===== src/rtl/thread_regfile_sb.sv =====
// thread_regfile_sb
// Per-thread register file with an integrated scoreboard.
//
// Address map (N = NUM_REGS):
//   0 .. N-4  writable general registers
//   N-3       %blockIdx  (loaded by block_start, read-only to write-back)
//   N-2       %blockDim  (constant THREADS_PER_BLOCK)
//   N-1       %threadIdx (constant THREAD_ID)
//
// Ports:
//   clk, reset         clock; synchronous active-high reset
//   enable             thread slot active; low freezes all state
//   block_start/_id    load %blockIdx
//   issue_*            decode-stage issue request (rs/rt sources, rd dest)
//   hazard             combinational stall indication
//   issue_accept       combinational accept (issue_valid & enable & !hazard)
//   rs_data/rt_data    registered operands, valid the cycle after accept
//   wb_*               write-back strobe, address and value
//   busy               OR of all pending bits (registered state)
//   wb_error           sticky: write-back to non-pending or read-only reg
module thread_regfile_sb #(
    parameter int NUM_REGS          = 16,
    parameter int DATA_BITS         = 8,
    parameter int THREADS_PER_BLOCK = 4,
    parameter int THREAD_ID         = 0,
    localparam int ADDR_BITS        = $clog2(NUM_REGS)
) (
    input  logic                 clk,
    input  logic                 reset,
    input  logic                 enable,
    input  logic                 block_start,
    input  logic [DATA_BITS-1:0] block_id,
    input  logic                 issue_valid,
    input  logic                 issue_writes_rd,
    input  logic [ADDR_BITS-1:0] rs_addr,
    input  logic [ADDR_BITS-1:0] rt_addr,
    input  logic [ADDR_BITS-1:0] rd_addr,
    output logic                 hazard,
    output logic                 issue_accept,
    output logic [DATA_BITS-1:0] rs_data,
    output logic [DATA_BITS-1:0] rt_data,
    input  logic                 wb_valid,
    input  logic [ADDR_BITS-1:0] wb_addr,
    input  logic [DATA_BITS-1:0] wb_data,
    output logic                 busy,
    output logic                 wb_error
);

    localparam logic [ADDR_BITS-1:0] IDX_BLOCKIDX  = ADDR_BITS'(NUM_REGS - 3);
    localparam logic [ADDR_BITS-1:0] IDX_BLOCKDIM  = ADDR_BITS'(NUM_REGS - 2);
    localparam logic [ADDR_BITS-1:0] IDX_THREADIDX = ADDR_BITS'(NUM_REGS - 1);
    localparam logic [DATA_BITS-1:0] BLOCK_DIM_VAL = DATA_BITS'(THREADS_PER_BLOCK);
    localparam logic [DATA_BITS-1:0] THREAD_ID_VAL = DATA_BITS'(THREAD_ID);

    // The special registers live in the same array as the general ones so
    // that reads are a single index; the two constants are simply never
    // written after reset.
    logic [DATA_BITS-1:0] regs_q [NUM_REGS];
    logic [DATA_BITS-1:0] regs_d [NUM_REGS];
    logic [NUM_REGS-1:0]  pending_q, pending_d;
    logic [DATA_BITS-1:0] rs_q, rs_d, rt_q, rt_d;
    logic                 wb_error_q, wb_error_d;

    logic [NUM_REGS-1:0]  wb_hit;
    logic [NUM_REGS-1:0]  effpend;
    logic                 wb_writable;
    logic                 rd_writable;
    logic [DATA_BITS-1:0] rs_val, rt_val;

    assign wb_writable = (wb_addr < IDX_BLOCKIDX);
    assign rd_writable = (rd_addr < IDX_BLOCKIDX);

    // A write-back arriving this cycle resolves its register's dependency
    // immediately; the operand is then supplied through the bypass below.
    assign wb_hit  = wb_valid ? (NUM_REGS'(1) << wb_addr) : '0;
    assign effpend = pending_q & ~wb_hit;

    assign hazard = enable & issue_valid &
                    (effpend[rs_addr] | effpend[rt_addr] |
                     (issue_writes_rd & effpend[rd_addr]));
    assign issue_accept = issue_valid & enable & ~hazard;

    // Bypass only from writes that actually land; read-only targets drop them.
    assign rs_val = (wb_valid && wb_writable && wb_addr == rs_addr) ? wb_data : regs_q[rs_addr];
    assign rt_val = (wb_valid && wb_writable && wb_addr == rt_addr) ? wb_data : regs_q[rt_addr];

    always_comb begin
        regs_d     = regs_q;
        pending_d  = pending_q;
        rs_d       = rs_q;
        rt_d       = rt_q;
        wb_error_d = wb_error_q;
        if (enable) begin
            if (block_start) begin
                regs_d[IDX_BLOCKIDX] = block_id;
            end
            if (wb_valid) begin
                if (wb_writable) begin
                    regs_d[wb_addr]    = wb_data;
                    pending_d[wb_addr] = 1'b0;
                    if (!pending_q[wb_addr]) begin
                        wb_error_d = 1'b1;
                    end
                end else begin
                    wb_error_d = 1'b1;
                end
            end
            // Set after clear: a same-cycle retire and re-issue of one
            // register leaves it pending.
            if (issue_accept) begin
                rs_d = rs_val;
                rt_d = rt_val;
                if (issue_writes_rd && rd_writable) begin
                    pending_d[rd_addr] = 1'b1;
                end
            end
        end
    end

    always_ff @(posedge clk) begin
        if (reset) begin
            for (int unsigned i = 0; i < NUM_REGS; i++) begin
                regs_q[i] <= '0;
            end
            regs_q[IDX_BLOCKDIM]  <= BLOCK_DIM_VAL;
            regs_q[IDX_THREADIDX] <= THREAD_ID_VAL;
            pending_q  <= '0;
            rs_q       <= '0;
            rt_q       <= '0;
            wb_error_q <= 1'b0;
        end else begin
            regs_q     <= regs_d;
            pending_q  <= pending_d;
            rs_q       <= rs_d;
            rt_q       <= rt_d;
            wb_error_q <= wb_error_d;
        end
    end

    assign rs_data  = rs_q;
    assign rt_data  = rt_q;
    assign busy     = |pending_q;
    assign wb_error = wb_error_q;

endmodule


===== config.mk =====
export PLATFORM = sky130hd
export DESIGN_NAME = thread_regfile_sb
export DESIGN_NICKNAME = d
export VERILOG_FILES = /design/src/rtl/thread_regfile_sb.sv
export SDC_FILE = /design/constraint.sdc
export NUM_CORES = 1
export LEC_CHECK = 0
export ABC_AREA = 1
export CAP_MARGIN = 20
export CELL_PAD_IN_SITES_DETAIL_PLACEMENT = 0
export CELL_PAD_IN_SITES_GLOBAL_PLACEMENT = 1
export CORE_AREA = 2 2 149 151
export CTS_BUF_LIST = sky130_fd_sc_hd__clkbuf_8
export DETAILED_ROUTE_END_ITERATION = 7
export DIE_AREA = 0 0 151 153
export GPL_TIMING_DRIVEN = 0
export PLACE_DENSITY_LB_ADDON = 0.1
export REMOVE_ABC_BUFFERS = 1
export SLEW_MARGIN = 15
export SYNTH_ARGS = -nofsm -noshare
export SYNTH_HDL_FRONTEND = slang
export SYNTH_SLANG_ARGS = --single-unit

===== constraint.sdc =====
create_clock -name clk -period 3.1 [get_ports clk]
set_clock_uncertainty 0.2 [all_clocks]
set_input_delay 0.62 -clock clk [delete_from_list [all_inputs] [get_ports clk]]
set_output_delay 0.62 -clock clk [all_outputs]
set_load 0.02 [all_outputs]

==> results.yml <==
outcome:
  status: "complete, no violations"
power_and_ir_drop:
  swShare: 0.325
  p_int_w: 0.00313
  ir_drop_mv: 0.233
  seqPwrFrac: 0.458
  p_sw_w: 0.00151
  comb_power_share: 0.209
  p_leak_nw: 4.10
  power_density_nw_per_um2: 423
  clkPwrFrac: 0.333
  power_w: 0.00464
timing:
  hold_viol: 0
  min_period_ns: 3.08
  grt_setup_unrepaired: "true"
  tightest_slew_ns: 0.941
  drv_slew: 0
  fin_crit_sh: 0.993
  setup_viol: 0
  fin_setup_tns_ns: 0
  hold_ws_ns: 0.238
  fmax_ghz: 0.325
  relSlewSlack: 0.371
clock_network:
  cts_tree: "built"
  h-tree-depth: 4
  cts_root_buf: "clkbuf_8"
  cts_made_buffers: 17
  clk_pin_slew_ns: 0.09
  cts.sinks: 161
  clk_path_buf_depth: 2
  cts_hold_buf: 0
  insertion_delay_ns: 0.47
synthesis:
  yosysUniqueCellTypes: 34
  ys_warn_count: 0
  ys_seq_elements: 161
  synthCells: 1427
  synthTopCellsByArea: "dfxtp_1 (35%), a21oi_1 (14%), o21ai_0 (13%), nand3_1 (8.1%), inv_1 (6.9%)"
  yosysSeqAreaShare: 0.346
  synthMuxAreaShare: 0.00430
  synth_top_family_by_area: "compound AO/OA/AOI/OAI gates"
  synth_top_area_frac: 0.346
  synth_compound_area_frac: 0.283
  yosys.area.top_type: "dfxtp_1"
  synthAdderAreaFrac: 0
  synth-simple-area-share: 0.231
  syn_avg_cell_area_um2: 6.52
  synth_xor_xnor_area_share: 0.00659
  netlist_area_um2: 9310
drt:
  drt_iter0_markers: 896
  num_vias: 9867
  drc_errors: 0
  final_antenna_net_count: 0
  routed_wl_um: 34800
  wl_per_cell_um: 20.0
  drt-vias-per-instance: 5.69
  first_pass_iters: 5
worst_setup_path:
  crit_path_max_fanout: 11
  startpoint_type: "input pin"
  worst_ep_required_time_ns: 2.28
  rr_startpoint: "pending_q[15]$_SDFFE_PP0P_"
  critPathArrivalTime_ns: 2.26
  crit_path_start: "rt_addr[3]"
  worstSetupPathType: "in2out"
  critPathCaptureType: "output pin"
run:
  max_cap_viol_count: 0
final_layout:
  nets: 1480
  area_growth_pct: 17.9
  regArea_um2: 3220
  fillers: 2252
  antennaDiodeCount: 0
  drive_gt1_frac: 0.122
  multi_input_area_um2: 5020
floorplanning:
  start_util: 0.433
  rows: 54
  dieWidth_um: 151
  ios: 59
  die_h_um: 153
  die-area_um2: 23100
  core-area_um2: 21500
placement:
  dpl.hpwl_um: 19800
  place.gp.congestion: 0.844
  port_buffers: 58
global_route:
  grt.total_usage: 0.303
  gr-total-overflow: 0
  grt_pass1_wl_um: 52900
  antenna_found_initial: 0
  grt_max_degree: 82
  grt_pass1_vias: 8986
worst_hold_path:
  worstHoldStart: "regs_q[1]$_SDFFE_PP0P_"
  holdCritPathClass: "reg2reg"
metrics by stage:
stage               instances  utilization  area, um^2  setup WS (ns)
floorplan                1317            -        8800         -0.449
global placement         1655        0.453        9730          -5.48
detailed placement       1661        0.459        9870          -2.35
CTS                      1718        0.500       10800        -0.0956
global route             1734        0.511       11000        -0.0406
finish                   1734        0.511       11000         0.0206
cells in the final DEF, fill, tap and decap left out, types with 6 or more instances in the layout:
| cell type | n |
|---|---|
| a21oi_1 | 262 |
| a22oi_1 | 6 |
| a31oi_1 | 6 |
| buf_12 | 6 |
| buf_16 | 7 |
| buf_4 | 31 |
| clkbuf_8 | 19 |
| clkdlybuf4s50_1 | 39 |
| clkinvlp_4 | 6 |
| dfxtp_1 | 161 |
| inv_1 | 165 |
| inv_2 | 7 |
| nand2_1 | 127 |
| nand2_2 | 25 |
| nand3_1 | 145 |
| nand3_2 | 15 |
| nand4_1 | 26 |
| nor2_1 | 78 |
| nor2_4 | 9 |
| o21ai_0 | 237 |
layout make-up:
cell class	instances	area share
clock buffer	19	0.0238
sequential	161	0.294
tap	280	0.0319
timing repair buffer	100	0.110
clock inverter	13	0.0104
timing repair inverter	2	0.00160
multi-input combinational	976	0.458
inverter	183	0.0714
worst max-delay path, stage by stage:
cell and delay (ns):
clkdlybuf4s15_2 0.46, clkinv_2 0.35, nand3_2 0.19, nand2_4 0.08, nor2_8 0.13, buf_12 0.11
nand3_4 0.11, inv_2 0.07, buf_4 0.13
power by group through the flow:
stage | registers (W) | clock network (W) | logic (W)
after global placement | 0.00217 | 0 | 0.000806
after CTS | 0.00213 | 0.00156 | 0.000918
final | 0.00213 | 0.00155 | 0.000970
after global routing | 0.00213 | 0.00164 | 0.00105
after detailed placement | 0.00217 | 0 | 0.000811
after floorplan | 0.00219 | 0 | 0.000419
routing by layer:
layer | GRT usage | wire length [um]
met1 | 0.394 | 14900
met2 | 0.500 | 16500
met3 | 0.0316 | 2070
met4 | 0.142 | 1330
met5 | 0 | 0
final timing paths:
kind                        endpoint  slack [ns]  cells after the start
max                     issue_accept        0.02                      9
min           regs_q[1]$_SDFFE_PP0P_        0.24                      2
max reg2reg  rs_data[2]$_SDFFE_PP0P_        0.70                     14
min reg2reg   regs_q[1]$_SDFFE_PP0P_        0.24                      2
Yosys cell counts:
library cell  count
nand3_1         151
clkbuf_1         66
nand3_4           1
buf_4             3
dfxtp_1         161
nand4_1          26
nor2_2            2
inv_2             5
o211ai_1          2
nor2_1           84
nor3_1            1
inv_4             2
xnor2_1           3
a22oi_1           6
buf_1            14
nand3_2           8
mux2i_1           4
buf_6             8
buf_2            19
or2_2             2
a221oi_1          1
o21ai_1           5
nand2_1         138
a21oi_1         262
nor2_4            4
o21ai_0         237
nor4_1            4
nand2_4           2
a31oi_1           6
inv_1           170
clkinv_1          6
nor2_8            4
nand2_2          16
xor2_1            4
cells by family (layout without fill, tap and decap cells):
| group | after synthesis | count (layout) |
|---|---|---|
| compound gates | 519 | 519 |
| simple gates | 443 | 446 |
| buf+inv | 293 | 317 |
| flops | 161 | 161 |
| xor+xnor | 7 | 7 |
| mux | 4 | 4 |
registers in the layout (all words and copies together), names as in the netlist:
name,cells
regs_q,128
pending_q,16
rs_data,8
rt_data,8
wb_error,1
repair_timing:
action | CTS | global route
endpoints found under the setup margin | 96 | 2
buffers inserted | 17 | 15
resized for setup | 120 | 28
hold endpoints to repair | 0 | 0
cloned | 8 | 1
pin swaps | 10 | 13
Power figures use the tool's default switching activity.
